--- config.mk ---
export PLATFORM = sky130hd
export DESIGN_NAME = mult_booth4
export DESIGN_NICKNAME = d
export VERILOG_FILES = /design/src/rtl/mult_booth4_pkg.sv /design/src/rtl/mult_booth4_booth_recode.sv /design/src/rtl/mult_booth4.sv
export SDC_FILE = /design/constraint.sdc
export NUM_CORES = 1
export LEC_CHECK = 0
export ABC_CLOCK_PERIOD_IN_PS = 10800
export CORE_MARGIN = 2
export CORE_UTILIZATION = 40
export CTS_CLUSTER_DIAMETER = 60
export DETAILED_ROUTE_END_ITERATION = 8
export RECOVER_POWER = 25
export SLEW_MARGIN = 20
export SYNTH_ARGS = -nofsm -noshare
export SYNTH_HDL_FRONTEND = slang
export SYNTH_HIERARCHICAL = 1
export SYNTH_SLANG_ARGS = --single-unit
--- constraint.sdc ---
create_clock -name clock -period 10.8 [get_ports clock]
set_input_delay 1.08 -clock clock [delete_from_list [all_inputs] [get_ports clock]]
set_output_delay 1.08 -clock clock [all_outputs]
set_load 0.02 [all_outputs]
--- src/rtl/mult_booth4_pkg.sv ---
// Shared types and constants for the radix-4 Booth multiplier.
// Build option: define MULT_OVF_EXC_EN to enable the signed-32 overflow exception.
package mult_booth4_pkg;

   localparam int WIDTH  = 32;
   localparam int ITERS  = WIDTH / 2;
   localparam int ACC_W  = WIDTH + 2;
   localparam int PREG_W = ACC_W + WIDTH + 1;

   typedef enum logic [1:0] {
      IDLE,
      RUN,
      DONE
   } state_e;

   typedef enum logic [2:0] {
      ZERO,
      ADD1,
      ADD2,
      SUB1,
      SUB2
   } booth_op_e;

   // Two-bit arithmetic right shift widened to the full product register.
   function automatic logic [PREG_W-1:0] asr2(input logic [PREG_W-1:0] v);
      return {{2{v[PREG_W-1]}}, v[PREG_W-1:2]};
   endfunction

endpackage

--- src/rtl/mult_booth4_booth_recode.sv ---
// Radix-4 Booth recoder: three overlapping multiplier bits select the addend.
module booth_recode
   import mult_booth4_pkg::*;
(
   input  logic [2:0] bits_i,
   output booth_op_e  op_o
);

   always_comb begin
      op_o = ZERO;
      case (bits_i)
         3'b001, 3'b010: op_o = ADD1;
         3'b011:         op_o = ADD2;
         3'b100:         op_o = SUB2;
         3'b101, 3'b110: op_o = SUB1;
         default:        op_o = ZERO;
      endcase
   end

endmodule

--- src/rtl/mult_booth4.sv ---
// Sequential signed 32x32 radix-4 Booth multiplier, 16 iterations per product.
// Build option: MULT_OVF_EXC_EN enables data_exception; otherwise it is tied low.
module mult_booth4
   import mult_booth4_pkg::*;
(
   input  logic             clock,
   input  logic             reset,
   input  logic [WIDTH-1:0] data_operandA,
   input  logic [WIDTH-1:0] data_operandB,
   input  logic             ctrl_MULT,
   output logic [WIDTH-1:0] data_result,
   output logic             data_exception,
   output logic             data_resultRDY,
   output logic             busy
);

   state_e              state_q, state_d;
   logic [PREG_W-1:0]   preg_q, preg_d;
   logic [WIDTH-1:0]    mcand_q, mcand_d;
   logic [3:0]          count_q, count_d;
   logic [WIDTH-1:0]    result_q, result_d;
   logic                exc_q, exc_d;
   logic                rdy_q, rdy_d;
   logic                busy_q, busy_d;

   booth_op_e           boothOp;
   logic [ACC_W-1:0]    mExt;
   logic [ACC_W-1:0]    addend;
   logic [ACC_W-1:0]    accSum;
   logic [PREG_W-1:0]   iterP;
   logic                ovf;

   booth_recode u_recode (
      .bits_i (preg_q[2:0]),
      .op_o   (boothOp)
   );

   always_comb begin
      mExt   = {{2{mcand_q[WIDTH-1]}}, mcand_q};
      addend = '0;
      case (boothOp)
         ADD1:    addend = mExt;
         ADD2:    addend = mExt << 1;
         SUB1:    addend = -mExt;
         SUB2:    addend = -(mExt << 1);
         default: addend = '0;
      endcase
      accSum = preg_q[PREG_W-1:WIDTH+1] + addend;
      iterP  = asr2({accSum, preg_q[WIDTH:0]});
   end

`ifdef MULT_OVF_EXC_EN
   // The full product sits in P[64:1]; it fits in 32 bits only if the upper half is pure sign.
   assign ovf = (preg_q[2*WIDTH:WIDTH+1] != {WIDTH{preg_q[WIDTH]}});
`else
   assign ovf = 1'b0;
`endif

   // A start strobe wins in every state, so an in-flight product is silently abandoned.
   always_comb begin
      state_d  = state_q;
      preg_d   = preg_q;
      mcand_d  = mcand_q;
      count_d  = count_q;
      result_d = result_q;
      exc_d    = exc_q;
      rdy_d    = 1'b0;

      if (ctrl_MULT) begin
         mcand_d = data_operandA;
         preg_d  = {{ACC_W{1'b0}}, data_operandB, 1'b0};
         count_d = '0;
         state_d = RUN;
      end else begin
         case (state_q)
            RUN: begin
               preg_d  = iterP;
               count_d = count_q + 4'd1;
               if (count_q == 4'(ITERS - 1)) begin
                  state_d = DONE;
               end
            end
            DONE: begin
               result_d = preg_q[WIDTH:1];
               exc_d    = ovf;
               rdy_d    = 1'b1;
               state_d  = IDLE;
            end
            default: state_d = IDLE;
         endcase
      end

      busy_d = (state_d == RUN);
   end

   always_ff @(posedge clock or posedge reset) begin
      if (reset) begin
         state_q  <= IDLE;
         preg_q   <= '0;
         mcand_q  <= '0;
         count_q  <= '0;
         result_q <= '0;
         exc_q    <= 1'b0;
         rdy_q    <= 1'b0;
         busy_q   <= 1'b0;
      end else begin
         state_q  <= state_d;
         preg_q   <= preg_d;
         mcand_q  <= mcand_d;
         count_q  <= count_d;
         result_q <= result_d;
         exc_q    <= exc_d;
         rdy_q    <= rdy_d;
         busy_q   <= busy_d;
      end
   end

   assign data_result    = result_q;
   assign data_exception = exc_q;
   assign data_resultRDY = rdy_q;
   assign busy           = busy_q;

endmodule
* Yosys cells after proc, flatten, opt, wreduce, memory -nomap -nowiden
Cells that the tools add are included.
W data, S select, Z words.
** Word-level totals
- Flip-flop bits (word level) :: 139
- Bits of input ports :: 67
- Word-level logic and storage cells :: 41
- Output and inout bits :: 35
** Operators by class
- Bitwise operators :: 1
- Reduce and logical (&&, ||, !) cells :: 4
- Add/subtract/negate cells :: 4
- Mux-type cells :: 11
- Equal/unequal tests :: 14
** Operators by type and width (number)
- $pmux W34 S4 :: 1
- $mux W67 :: 2
- $neg A34 Y34 :: 2
- $add A34 B34 Y34 :: 1
- $eq A3 B2 Y1 const B :: 4
- $eq A3 B3 Y1 const B :: 4
- $pmux W3 S4 :: 1
- $mux W4 :: 2
- $eq A3 B1 Y1 const B :: 2
- $mux W2 :: 3
- $add A4 B1 Y4 const B :: 1
- $eq A2 B1 Y1 const B :: 2
- $eq A4 B4 Y1 const B :: 1
- $reduce_or A2 Y1 :: 2
- $eq A2 B2 Y1 const B :: 1
- $mux W1 :: 2
- $reduce_and A2 Y1 :: 1
- $reduce_bool A2 Y1 :: 1
- $not A1 Y1 :: 1

* Logic depth before layout (Yosys ltp)
- Depth after elaboration :: 8
- Gate-level depth with buffers :: 20
- Gate-level depth less buffers :: 19

* Hierarchy
The synthesis kept the hierarchy.
** By module, submodules not included
- mult_booth4 :: cells each 947, seq. area each 3428.3 um^2, times used 1, area an instance 8669.6 um^2
- booth_recode :: cells each 4, seq. area each 0.0 um^2, times used 1, area an instance 33.8 um^2

* Least setup slack after synthesis
Ideal clock, no wire load.
- Path type :: flip-flop to flip-flop
- Start point :: register mcand_q[17]
- End point :: register preg_q[65]
- Data required time :: 10672 ps
- Cell stages (with the launch flop) :: 19
- Data arrival time :: 4355 ps
- Library setup time :: 128 ps
- Slack :: 6317 ps
- Buffers on the path :: 1
- Cell sequence :: dfrtp_1 > buf_2 > or4_4 > or4_4 > or3_4 > nor3_1 > nand2b_1 > xor2_1 > o22ai_1 > ha_1 > a21oi_1 > o21bai_1 > a21o_1 > a211oi_1 > a21boi_1 > a21oi_1 > a31oi_1 > mux2i_1 > mux2_1
** Between the ends
- Word-level cells in the longest chain between the ends :: 5
** RTL lines
- start, declared :: line mult_booth4.sv:19 : logic [WIDTH-1:0] mcand_q, mcand_d;
- start signal, assigned :: line mult_booth4.sv:109 : mcand_q <= mcand_d;
- $neg A34 Y34 (on tied branches) :: line mult_booth4.sv:44, mult_booth4.sv:45
- $pmux W34 S4 (*) :: line mult_booth4.sv:41 : case (boothOp)
- $add A34 B34 Y34 (*) :: line mult_booth4.sv:48 : accSum = preg_q[PREG_W-1:WIDTH+1] + addend;
- $mux W67 (*) :: line mult_booth4.sv:75 : case (state_q)
- $mux W67 (*) :: line mult_booth4.sv:69 : if (ctrl_MULT) begin
- end signal, assigned :: line mult_booth4.sv:108 : preg_q <= preg_d;
- end, declared :: line mult_booth4.sv:18 : logic [PREG_W-1:0] preg_q, preg_d;
Every way passes the cells marked *; elsewhere a longest branch is shown, timed or not. The select of a mux whose other input is x is not followed.
A chain may end at the register's enable or synchronous reset.

* Worst setup path in the final report
- Start point :: register mcand_q[5]
- End point :: register preg_q[65]
Same word-level chain as after synthesis.

==> results <==
- Setup total negative slack on the finished layout was measured at 0 ps.
- The total setup violations reported at the end of the flow is 0.
- In the final routed layout, each cell accounts on average for between 15 and 20 um.
- The setup skew after layout is roughly 10 ps.
- In this run the remaining antenna-violating nets after routing total 0.
- The largest driver fanout on the critical path is 10.
- After detailed routing, the number of vias per cell comes to 5.51.
- The overall power consumption is approximately 2000 uW.
- After the last flow step, the layout net total stands at about 1100.
- For this design, the CTS-stage hold fixing added 0 buffers.
- The post-CTS clock slew at the launch and capture registers of the worst setup and hold paths is around 70 ps.
- The number of global-route vias before repair was between 7000 and 8000.
- The fraction of layout cells with a size suffix above 1 is 11.3%.
- The region available for standard cell placement spans 21200 um^2.
- The residual overflow from global routing is 0.
- In the routed design, unresolved DRC markers number 0.
- In this run, distinct cell masters in the synthesized netlist total 65.
- The number of cell rows is 53.
- The cell sitting at the root of the clock tree is a clkbuf_16.
- Setup repair after global routing left no endpoint under its margin.
- The clock tree synthesis step divided the H-tree into 4 levels.
- For the worst flop-to-flop path, the logic depth is 17.
- The leakage power is about 0.0048 uW.
- The data required time of the worst path is ~11000 ps.
- The number of buffers on the longest clock path is 2.
- The starting density of the core is approximately two fifths.
- The number of antenna violations at the first check in global routing came to 0.
- In this run, synthesis produced a sequential element count of 137.
- The number of flops mapped to enable cells by yosys is 0.
- Headroom to the max-slew limit came out at -172%.
- The most used flip-flop cell after synthesis is dfrtp_1.
- The clock drives 137 sinks.
- Summing the sequential cell areas from Yosys gives between 30% and 40% of the chip area.
- Dividing total power by cell area gives a power density of ~190 nW/um^2.
- The net count after synthesis is between 1000 and 1500.
- The die is between 150 and 200 um tall.
- For the finished layout, the period the worst path requires is roughly 5000 ps.
- The final reports fail on capacitance limit, slew limit.
- The number of max-cap violations is 3.
- The critical setup path kind is flip-flop to flip-flop.
- The number of buffers inserted during clock tree synthesis is 17.
- In this run, post-CTS repair resized a total of 0 instances.
- The mapped netlist covers just under 9000 um^2.
- The relative area change from synthesis to final layout is 20.5%.
- Counting flops with an async set or reset pin after synthesis yields a share of 100%.
- Detailed placement finished with a half-perimeter wire length of between 10 and 15 mm.
- The number of failing hold endpoints at the final stage is 0.
- For the worst-skew pair, the clock arrives at the later sink with an insertion delay of 430 ps.
- The worst path uses a little under half of the clock period.
- At the pin with the least slew margin, the transition time is just over 4000 ps.
- The die covers roughly 23000 um^2.
- The antenna diode count is 0.
- The total routed wirelength is approximately 22 mm.
- The sort of element at the start of the critical path is a flip-flop.
- The number of setup buffers added after CTS is 0.
- Synthesis produced a netlist whose cell count is ~950.
- The number of buffers added on ports is 100.
- The final weighted congestion of routability-driven global placement is just under 0.9.
- The element type at the critical path end is a flip-flop.
- The class of the tightest hold or removal check is flip-flop to flip-flop.
- The final-report max-slew violation count is around 150.
- In this run, the number of DRC markers left after iteration 0 of detailed routing was 400.
- The critical path arrival is about 5400 ps.
- The I/O pin total is slightly above 100.
- The upper clock frequency limit is roughly 0.20 GHz.
- TritonCTS built the clock tree.
- The horizontal extent of the die is approximately 150 um.
- Across the VDD grid, the largest voltage drop is roughly 0.10 mV.
- The hold-critical path depth is 1.
- The run finished, with violations left.
- The number of search-and-repair iterations in the first detailed-routing pass is 4.
- Across every metal layer, demand over resource in global routing totals between 20% and 30%.
- Entering global routing, the biggest net connects 94 pins.
- For this run, the number of Yosys warnings is 6.
- The via count of the routed design is a little over 7000.
- The mean area per synthesized cell is around 9 um^2.
- The wire length of the first global-routing pass is 36.3 mm.
critical path, stage by stage, from the launching register on:
cell,delay (ps)
dfrtp_1,470
nor4_1,610
nand3_1,340
or2_2,400
or3_1,350
nand2_1,100
xor2_1,160
o22ai_1,160
ha_1,450
a21oi_1,200
o21ai_0,150
nor4b_1,270
nand3_1,170
a21boi_1,230
a21oi_1,130
a31oi_1,220
mux2i_1,220
mux2_1,340
cells by family (layout without fill, tap and decap cells):
group | Yosys count | in the layout | share of synthesized area (%)
XOR/XNOR | 62 | 62 | 6.24
multiplexers | 95 | 95 | 11.8
buffers and inverters | 76 | 156 | 3.39
flip-flops | 137 | 137 | 39.4
AO/OA/AOI/OAI | 255 | 255 | 18.0
adder cells (fa/ha/maj) | 36 | 36 | 5.26
other | 1 | 1 | 0.0431
AND/OR/NAND/NOR | 289 | 289 | 15.9
cell usage after synthesis (all sizes together), types with 5 or more instances:
library cell    n  share of area, %
nand3          12              0.69
or3            15               1.2
xnor2          26               2.6
nand2         130               5.6
nor3           19               1.2
dfrtp         137                39
ha             35               5.0
and3            5              0.36
buf            15              0.76
o22ai          28               2.0
o31ai           5              0.43
a21o           22               1.9
o21ai          71               4.1
xor2           36               3.6
mux2           61               7.9
nor2b           9              0.65
clkbuf         46               2.0
a22oi          20               1.8
a211oi          8              0.69
mux2i          34               3.9
a21oi          69               4.0
inv            15              0.65
or4             8              0.82
nor2           49               2.1
nand2b         13              0.93
layout make-up:
class / instances / area, um^2
flip-flops and latches: 137 / 3430
clock inverters: 14 / 176
well taps: 275 / 344
repair buffers: 109 / 1060
inverters: 15 / 57.6
clock buffers: 18 / 429
fillers: 2060 / 10700
multi-input cells: 738 / 4990
stage by stage:
stage / cells / util, % / hold WS [ps] / instance area (um^2) / setup slack, ps
finish: 1306 / 49.4 / 509 / 10500 / 5710
global route: 1306 / 49.4 / 527 / 10500 / 5330
CTS: 1306 / 49.5 / 511 / 10500 / 5700
detailed placement: 1274 / 46.7 / 495 / 9900 / 5750
global placement: 1274 / 46.7 / 490 / 9900 / 5870
floorplan: 951 / - / 486 / 8700 / 6050
path summary, 6_finish.rpt:
check / startpoint / end / slack, ps
setup / recovery: mcand_q[5] / preg_q[65] / 5710
setup reg to reg: mcand_q[5] / preg_q[65] / 5710
hold reg to reg: data_result[8] / data_result[8] / 510
hold / removal: data_result[8] / data_result[8] / 510
max in group asynchronous: reset / preg_q[48] / 6580
min in group asynchronous: reset / preg_q[16] / 2330
report_power, final:
group | total (uW) | leakage (uW) | internal, uW | switching [uW]
sequential | 666 | 0.00174 | 594 | 71.6
combinational | 674 | 0.00274 | 306 | 369
clock | 611 | 0.000296 | 351 | 260
total | 1950 | 0.00477 | 1250 | 700
cells in the final DEF (no fill, tap or decap), drive strengths merged, types with 5 or more instances in the layout:
cell           netlist  final
dfrtp              137    137
nand2              130    130
clkdlybuf4s50        0     98
o21ai               71     71
a21oi               69     69
mux2                61     61
nor2                49     49
xor2                36     36
ha                  35     35
mux2i               34     34
o22ai               28     28
xnor2               26     26
inv                 15     23
a21o                22     22
a22oi               20     20
nor3                19     19
clkbuf              46     19
or3                 15     15
nand2b              13     13
nand3               12     12
nor2b                9      9
buf                 15      9
a211oi               8      8
or4                  8      8
and3                 5      5
o31ai                5      5
layer usage:
layer,GRT usage [%],up-vias,wire (um)
met3,6.26,27,1450
li1,-,3556,-
met5,0,-,0
met2,32.2,183,10000
met1,26.0,3427,9980
met4,6.20,0,484
state kept, by name, summed over array words and instances, names as in the netlist:
register,cells
preg_q,65
data_result,32
busy,1
mcand_q,32
count_q,4
state_q,2
data_resultRDY,1
(Power assumes the default switching activity.)
